File: config.mk
export PLATFORM = sky130hd
export DESIGN_NAME = div_iter_flat
export DESIGN_NICKNAME = d
export VERILOG_FILES = /design/src/rtl/div_iter_if.sv /design/src/rtl/div_iter.sv /design/src/flat_wrapper.sv
export SDC_FILE = /design/constraint.sdc
export NUM_CORES = 1
export LEC_CHECK = 0
export ABC_CLOCK_PERIOD_IN_PS = 6400
export CORE_UTILIZATION = 59
export DETAILED_ROUTE_END_ITERATION = 8
export PLACE_DENSITY = 0.89
export REMOVE_ABC_BUFFERS = 1
export SKIP_LAST_GASP = 1
export SYNTH_ARGS = -nofsm -noshare
export SYNTH_HDL_FRONTEND = slang
export SYNTH_SLANG_ARGS = --single-unit
File: constraint.sdc
create_clock -name clk -period 6.4 [get_ports clk]
set_clock_uncertainty 0.2 [all_clocks]
set_input_delay 0.96 -clock clk [delete_from_list [all_inputs] [get_ports clk]]
set_output_delay 0.96 -clock clk [all_outputs]
set_load 0.01 [all_outputs]
File: src/rtl/div_iter_if.sv
// div_iter_if: start/busy handshake and result bus of the iterative divider
// master: drives start, rs1, rs2, div_op, kill; slave: drives busy, valid, rd
interface div_iter_if #(parameter int XLEN = 32);
  logic            start;
  logic [XLEN-1:0] rs1;
  logic [XLEN-1:0] rs2;
  logic [1:0]      div_op;
  logic            kill;
  logic            busy;
  logic            valid;
  logic [XLEN-1:0] rd;
  modport master (output start, rs1, rs2, div_op, kill, input busy, valid, rd);
  modport slave (input start, rs1, rs2, div_op, kill, output busy, valid, rd);
endinterface

File: src/rtl/div_iter.sv
// div_iter: iterative radix-2 restoring divider for RV32M DIV/DIVU/REM/REMU
// clk, rst_n (async, active-low); bus.slave: start/rs1/rs2/div_op/kill in,
// busy/valid/rd out. 33-cycle latency, 1-cycle fast path for /0 and overflow.
module div_iter #(parameter int XLEN = 32) (
  input logic       clk,
  input logic       rst_n,
  div_iter_if.slave bus
);
  localparam int CW = $clog2(XLEN);
  localparam logic [1:0] IDLE = 2'd0, CALC = 2'd1, DONE = 2'd2;
  localparam logic [XLEN-1:0] MIN = {1'b1, {(XLEN-1){1'b0}}};
  logic [1:0]      state_q, state_d, op_q, op_d;
  logic [CW-1:0]   cnt_q, cnt_d;
  logic            neg_q, neg_d;
  logic [XLEN-1:0] dvd_q, dvd_d, dvs_q, dvs_d, rem_q, rem_d, rd_q, rd_d;
  logic            sgn, s1, s2, is_rem, zero, ovf, fast, ge, last;
  logic [XLEN-1:0] a1, a2, fast_res, quo_n, rem_n, res_sel, res_fix;
  logic [XLEN:0]   rem_sh, diff;
  assign sgn      = ~bus.div_op[0];
  assign is_rem   = bus.div_op[1];
  assign s1       = sgn & bus.rs1[XLEN-1];
  assign s2       = sgn & bus.rs2[XLEN-1];
  assign a1       = s1 ? -bus.rs1 : bus.rs1;
  assign a2       = s2 ? -bus.rs2 : bus.rs2;
  assign zero     = bus.rs2 == '0;
  assign ovf      = sgn && bus.rs1 == MIN && &bus.rs2;
  assign fast     = zero || ovf;
  // divide-by-zero returns the raw dividend as remainder, without sign fix
  assign fast_res = zero ? (is_rem ? bus.rs1 : {XLEN{1'b1}}) : (is_rem ? '0 : MIN);
  // one restoring step; the XLEN+1 bit partial remainder lives only here,
  // since the stored remainder is always below the divisor
  assign rem_sh   = {rem_q, dvd_q[XLEN-1]};
  assign diff     = rem_sh - {1'b0, dvs_q};
  assign ge       = ~diff[XLEN];
  assign rem_n    = ge ? diff[XLEN-1:0] : rem_sh[XLEN-1:0];
  assign quo_n    = {dvd_q[XLEN-2:0], ge};
  assign last     = cnt_q == CW'(XLEN-1);
  assign res_sel  = op_q[1] ? rem_n : quo_n;
  assign res_fix  = neg_q ? -res_sel : res_sel;
  always_comb begin
    state_d = state_q;
    cnt_d   = cnt_q;
    op_d    = op_q;
    neg_d   = neg_q;
    dvd_d   = dvd_q;
    dvs_d   = dvs_q;
    rem_d   = rem_q;
    rd_d    = rd_q;
    if (bus.kill) state_d = IDLE;
    else if (state_q == IDLE && bus.start) begin
      op_d    = bus.div_op;
      neg_d   = is_rem ? s1 : s1 ^ s2;
      dvd_d   = a1;
      dvs_d   = a2;
      rem_d   = '0;
      cnt_d   = '0;
      state_d = fast ? DONE : CALC;
      rd_d    = fast ? fast_res : rd_q;
    end else if (state_q == CALC) begin
      dvd_d   = quo_n;
      rem_d   = rem_n;
      cnt_d   = cnt_q + CW'(1);
      state_d = last ? DONE : CALC;
      rd_d    = last ? res_fix : rd_q;
    end else if (state_q != IDLE) state_d = IDLE;
  end
  always_ff @(posedge clk or negedge rst_n) begin
    if (!rst_n) begin
      state_q <= IDLE;
      cnt_q   <= '0;
      op_q    <= '0;
      neg_q   <= 1'b0;
      dvd_q   <= '0;
      dvs_q   <= '0;
      rem_q   <= '0;
      rd_q    <= '0;
    end else begin
      state_q <= state_d;
      cnt_q   <= cnt_d;
      op_q    <= op_d;
      neg_q   <= neg_d;
      dvd_q   <= dvd_d;
      dvs_q   <= dvs_d;
      rem_q   <= rem_d;
      rd_q    <= rd_d;
    end
  end
  assign bus.busy  = state_q != IDLE;
  assign bus.valid = state_q == DONE;
  assign bus.rd    = rd_q;
endmodule

File: src/flat_wrapper.sv
// flat-port wrapper written by rule: the top's interface ports become plain ports
module div_iter_flat 
#(parameter int XLEN = 32)
  (clk, rst_n, bus_start, bus_rs1, bus_rs2, bus_div_op, bus_kill, bus_busy, bus_valid, bus_rd);
  div_iter_if #(.XLEN(XLEN)) bus_i ();
  input logic clk;
  input logic rst_n;
  input wire logic [$bits(bus_i.start)-1:0] bus_start;
  input wire logic [$bits(bus_i.rs1)-1:0] bus_rs1;
  input wire logic [$bits(bus_i.rs2)-1:0] bus_rs2;
  input wire logic [$bits(bus_i.div_op)-1:0] bus_div_op;
  input wire logic [$bits(bus_i.kill)-1:0] bus_kill;
  output wire logic [$bits(bus_i.busy)-1:0] bus_busy;
  output wire logic [$bits(bus_i.valid)-1:0] bus_valid;
  output wire logic [$bits(bus_i.rd)-1:0] bus_rd;
  assign bus_i.start = bus_start;
  assign bus_i.rs1 = bus_rs1;
  assign bus_i.rs2 = bus_rs2;
  assign bus_i.div_op = bus_div_op;
  assign bus_i.kill = bus_kill;
  assign bus_busy = bus_i.busy;
  assign bus_valid = bus_i.valid;
  assign bus_rd = bus_i.rd;
  div_iter #(.XLEN(XLEN)) u_core (.clk(clk), .rst_n(rst_n), .bus(bus_i));
endmodule
### After elaboration in Yosys (flattened, before gate mapping)

Cells that the tools add are included.

| word-level totals | value |
|---|---|
| register bits after elaboration | 138 |
| output and inout bits | 34 |
| input port bits | 70 |
| logic and storage cells | 63 |

| cells by class | value |
|---|---|
| eq/ne operators | 5 |
| multiplexer cells | 25 |
| reductions and logical operators | 14 |
| add/sub/neg operators | 5 |
| bitwise logic cells | 6 |

Operators with widths:

| cell | number |
|---|---|
| two-way mux 32 bit | 16 |
| negator 32 bit | 3 |
| subtractor 33 x 32 -> 33 bit | 1 |
| == test 32 bit (second input constant) | 1 |
| logical NOT 32 bit | 1 |
| AND reduction 32 bit | 1 |
| two-way mux 2 bit | 6 |
| two-way mux 5 bit | 2 |
| nonzero test 2 bit | 3 |
| adder 5 x 1 -> 5 bit (second input constant) | 1 |
| == test 5 bit (second input constant) | 1 |
| AND reduction 2 bit | 2 |
| AND reduction 4 bit | 1 |
| nonzero test 4 bit | 1 |
| logical AND 1 bit | 3 |
| inverter 1 bit | 3 |
| AND 1 bit | 2 |
| == test 2 x 1 -> 1 bit (second input constant) | 1 |
| == test 2 bit (second input constant) | 1 |
| logical NOT 2 bit | 1 |
| != test 2 x 1 -> 1 bit (second input constant) | 1 |
| logical OR 1 bit | 1 |
| two-way mux 1 bit | 1 |
| XOR 1 bit | 1 |

### Logic depth before layout (Yosys ltp)

| logic depth | value |
|---|---|
| depth after elaboration | 8 |
| depth in mapped cells | 22 |
| gate-level depth less buffers | 20 |

### Worst setup path after synthesis

OpenSTA, ideal clock, no wires.

| timing | value |
|---|---|
| kind | register to register |
| start point | register u_core.dvd_q[31] |
| end point | register u_core.rd_q[30], in the netlist u_core.bus.rd[30] |
| library setup time | 0.126 ns |
| setup slack | 1.056 ns |
| cell stages (with the launch flop) | 23 |
| data arrival time | 5.018 ns |
| path buffers | 3 |
| clock period less this slack | 5.344 ns |
| required time | 6.074 ns |
| cells stage by stage | dfrtp_1 > inv_1 > ha_1 > inv_1 > fa_1 > a211oi_1 > o211ai_2 > a211oi_1 > nor4_1 > a21o_1 > buf_6 > buf_6 > nor2_4 > buf_1 > nor3_1 > a21oi_1 > ha_1 > inv_1 > nor4_2 > nand2_1 > or4_1 > mux2_1 > a311o_1 |

| on the way | value |
|---|---|
| longest elaborated chain between the ends | 8 |
| elaborated cells between the ends (all ways) | 9 |
| those cells by class | add/sub: 2; mux: 6; bitwise: 1 |

Ends and longest elaborated chain:

| what | RTL line | source |
|---|---|---|
| start: declaration | div_iter.sv:15 | `logic [XLEN-1:0] dvd_q, dvd_d, dvs_q, dvs_d, rem_q, rem_d, rd_q, rd_d;` |
| start signal: assignment | div_iter.sv:82 | `dvd_q <= dvd_d;` |
| subtractor 33 x 32 -> 33 bit | div_iter.sv:33 | `assign diff = rem_sh - {1'b0, dvs_q};` |
| two-way mux 32 bit / inverter 1 bit (equally long branches) | div_iter.sv:35, div_iter.sv:34 |  |
| two-way mux 32 bit * | div_iter.sv:38 | `assign res_sel = op_q[1] ? rem_n : quo_n;` |
| negator 32 bit | div_iter.sv:39 | `assign res_fix = neg_q ? -res_sel : res_sel;` |
| two-way mux 32 bit * | div_iter.sv:39 |  |
| two-way mux 32 bit * | div_iter.sv:64 | `rd_d = last ? res_fix : rd_q;` |
| two-way mux 32 bit * | div_iter.sv:59 | `end else if (state_q == CALC) begin` |
| two-way mux 32 bit * | div_iter.sv:50 | `else if (state_q == IDLE && bus.start) begin` |
| end signal: assignment | div_iter.sv:85 | `rd_q <= rd_d;` |
| end: declaration | div_iter.sv:15 |  |

Every way passes the cells marked *; elsewhere a longest branch is shown, timed or not. The select of a mux whose other input is x is not followed.
A chain may end at the register's enable or synchronous reset.

### Worst setup path in the final report

Ends and elaborated chain as after synthesis.

==> key figures <==
Synth
  • Post-synth EDFFs: 0
  • Largest family of logic cells by synthesized area: compound AO/OA/AOI/OAI gates
  • Post-synth top area share: 31.9%
  • Seq cells post-synth: 137
  • Complex-gate fraction of the synthesized area: 27.4%
  • Post-synthesis sequential area ratio: 31.9%
  • Library cells used by synthesis: 85
  • Synthesized area per cell: 7.87 sq um
  • Synth Cell Area: 10,700 sq um
  • Largest area contributor in the netlist: dfrtp_1
  • Post-Synthesis Cells: 1,365
  • Fraction of registers with async set or reset after synthesis: 100%
  • Ys flop type: dfrtp_1
  • Post-synthesis adder-cell area fraction: 4.61%
  • Xor and xnor fraction of the mapped netlist area: 9.05%
  • Count leader, synth: o21ai_0
  • Top area cells in the synthesized netlist: dfrtp_1 (32%), o21ai_0 (8.1%), nand2_1 (5.0%)
  • Simple-gate share of the synthesized area: 19.9%
  • Post-synth top cells: o21ai_0 (174), nand2_1 (144), dfrtp_1 (137)
  • Synth warnings: 0
  • Mux cell area share after synthesis: 1.91%

Setup path
  • Setup crit end: u_core.bus.rd[30]
  • Critical path depth: 19
  • Worst setup EP type: flip-flop
  • CP startpoint kind: flip-flop
  • Crit Path Class: flip-flop to flip-flop
  • Max incr delay on CP: 710 ps
  • Most frequent CP cell: inv_1
  • Worst flop-to-flop path endpoint: u_core.bus.rd[30]
  • Path depth of the worst reg2reg path: 19
  • Delay-heaviest family, CP: compound AO/OA/AOI/OAI gates
  • CP startpoint: u_core.dvd_q[31]
  • Buf+Inv Stages, Crit Path: 4
  • CP required: 6510 ps
  • Worst r2r src: u_core.dvd_q[31]
  • Crit path DAT: 5860 ps
  • R2R setup slack: 650 ps
  • CP cell instances: inv_1 -> ha_1 -> inv_1 -> fa_1 -> a211oi_1 -> o211ai_2 -> a211oi_1 -> nor4_1 -> a21o_1 -> nor2_4 -> buf_4 -> a21oi_1 -> ha_1 -> inv_1 -> nor4_2 -> nand2_1 -> or4_1 -> mux2_1 -> a311o_1
  • Slowest stage cell, crit path: a21o_1
  • Worst Path Max Fanout: 23

Die
  • IO Pins: 104
  • Initial Util: 61.2%
  • Rows: 48
  • Core area: 17,500 sq um
  • Die area: 18,700 sq um
  • Die span in x: 137 um
  • Die height: 137 um

Drt
  • DRC Markers: 0
  • DRT antenna net count: 0
  • Via density: 6.56
  • Wire per inst: 20.0 um
  • DRT iter0 DRCs: 1,265
  • Wirelength, routed: 33.2 mm
  • Total number of vias: 10.9k
  • Detailed Routing Iterations Pass 1: 6

Timing
  • Final setup TNS: 0 ps
  • Slew @ Worst Pin: 1100 ps
  • RSZ-0062 raised after global routing: false
  • Period utilization: 89.8%
  • Final setup fails: 0
  • WHS: 276 ps
  • Rel. slew slack: 26.9%
  • Final Hold Fails: 0
  • Max-slew violations: 0
  • Final Critical Period: 5750 ps
  • Max Clock Freq: 174 MHz

Global route
  • GR Util met1: 46.5%
  • Total GRT Usage: 36.2%
  • First-pass GRT wire length: 52.3 mm
  • Grt total ovfl: 0
  • GR Layer Usage met2: 58.6%
  • Initial antenna violation count: 0
  • GRT busiest layer: met2
  • Vias in the first global route: 10.2k
  • Met3 Usage GRT: 7.37%
  • Largest net degree at the start of global routing: 105

Power
  • Pleak: 5.21 nW
  • VDD IR-drop max: 399 uV
  • PD cells: 500 nW/um^2
  • Total power: 6.22 mW

Clock network
  • Cts-stage hold buffer count: 0
  • Worst-Skew Late Latency: 440 ps
  • Post-CTS Setup Bufs: 0
  • Sink Count: 137
  • Root Driver: clkbuf_16
  • CTS buffer count: 17
  • CTS tree: built
  • CTS resizes: 0
  • CTS clk-pin slew, worst paths: 60 ps
  • H-tree depth: 4
  • Maximum root-to-sink buffer count: 2

Place
  • Final Wtd Congestion: 0.984
  • PortBufs: 103
  • Post-detail-place hpwl: 24.1 mm

Layout
  • Share of layout cells above drive strength 1: 6.13%
  • Syn-to-layout area delta: 15.8%
  • Antenna diodes: 0
  • # nets final: 1,531
  • Filler instances: 1,399
  • Core Util, Final: 70.9%

Min path
  • Min-delay worst type: flip-flop to flip-flop

Status
  • Run status: finished, final reports clean

Job
  • Maxcap violations: 0
-- layout by cell type (no fill, tap or decap), types with 35 or more instances in the layout --
cell | synthesis | layout
a21oi_1 | 106 | 106
clkdlybuf4s50_1 | 0 | 102
dfrtp_1 | 137 | 136
ha_1 | 38 | 38
inv_1 | 56 | 56
nand2_1 | 144 | 144
nand3_1 | 42 | 42
nor2_1 | 113 | 111
nor3_1 | 35 | 35
o21ai_0 | 174 | 174
xnor2_1 | 52 | 52
xor2_1 | 59 | 59
-- logic make-up after synthesis --
family                   after synthesis
buffers and inverters                139
XOR/XNOR                             111
adder cells (fa/ha/maj)               39
flip-flops                           137
AND/OR/NAND/NOR                      444
multiplexers                          20
AO/OA/AOI/OAI                        475
-- per-stage QoR --
step | std cells | area (sq um) | setup WS (ps)
after floorplan | 1282 | 10400 | 1100
after global placement | 1628 | 11900 | 1030
after detailed placement | 1628 | 11900 | 830
after CTS | 1660 | 12400 | 805
after global routing | 1660 | 12400 | 417
final | 1660 | 12400 | 655
-- tightest hold or removal path, delay by kind of cell, from the launching register on --
family,cells,cell delay (ps)
flip-flops,1,340
AO/OA/AOI/OAI,1,60
AND/OR/NAND/NOR,1,50
-- power by group --
part	internal, mW	switching [mW]
Sequential	1.14	0.254
Combinational	1.42	2.41
Clock	0.594	0.406
-- routing by layer --
layer | vias to the layer above | routed length, um
met2 | 514 | 15700
met4 | 0 | 1440
met3 | 103 | 2750
met5 | - | 0
li1 | 5084 | -
met1 | 5184 | 13300
-- final cells by class --
| cell class | count | area, sq um | share of cell area (%) |
|---|---|---|---|
| repair buffers | 121 | 1170 | 9.38 |
| multi-input cells | 1089 | 6770 | 54.4 |
| well taps | 225 | 282 | 2.26 |
| clock buffers | 21 | 460 | 3.70 |
| inverters | 56 | 210 | 1.69 |
| flip-flops and latches | 137 | 3430 | 27.6 |
| clock inverters | 11 | 123 | 0.986 |
-- sequential cells by signal, indices dropped and copies added, names as in the netlist --
signal	flops
u_core.rem_q	32
u_core.neg_q	1
u_core.dvd_q	32
u_core.op_q	1
u_core.cnt_q	5
u_core.state_q	2
u_core.bus.rd	32
u_core.dvs_q	32
-- worst min path at each step --
stage | from | slack, ps | end | depth (start not counted)
after global placement | u_core.bus.rd[7] | 260 | u_core.bus.rd[7] | 1
after CTS | u_core.bus.rd[7] | 280 | u_core.bus.rd[7] | 1
after detailed placement | u_core.bus.rd[7] | 260 | u_core.bus.rd[7] | 1
final | u_core.dvs_q[25] | 280 | u_core.dvs_q[25] | 2
after floorplan | u_core.dvs_q[10] | 250 | u_core.dvs_q[10] | 2
after global routing | u_core.dvs_q[15] | 300 | u_core.dvs_q[15] | 2
Power figures use the tool's default switching activity.
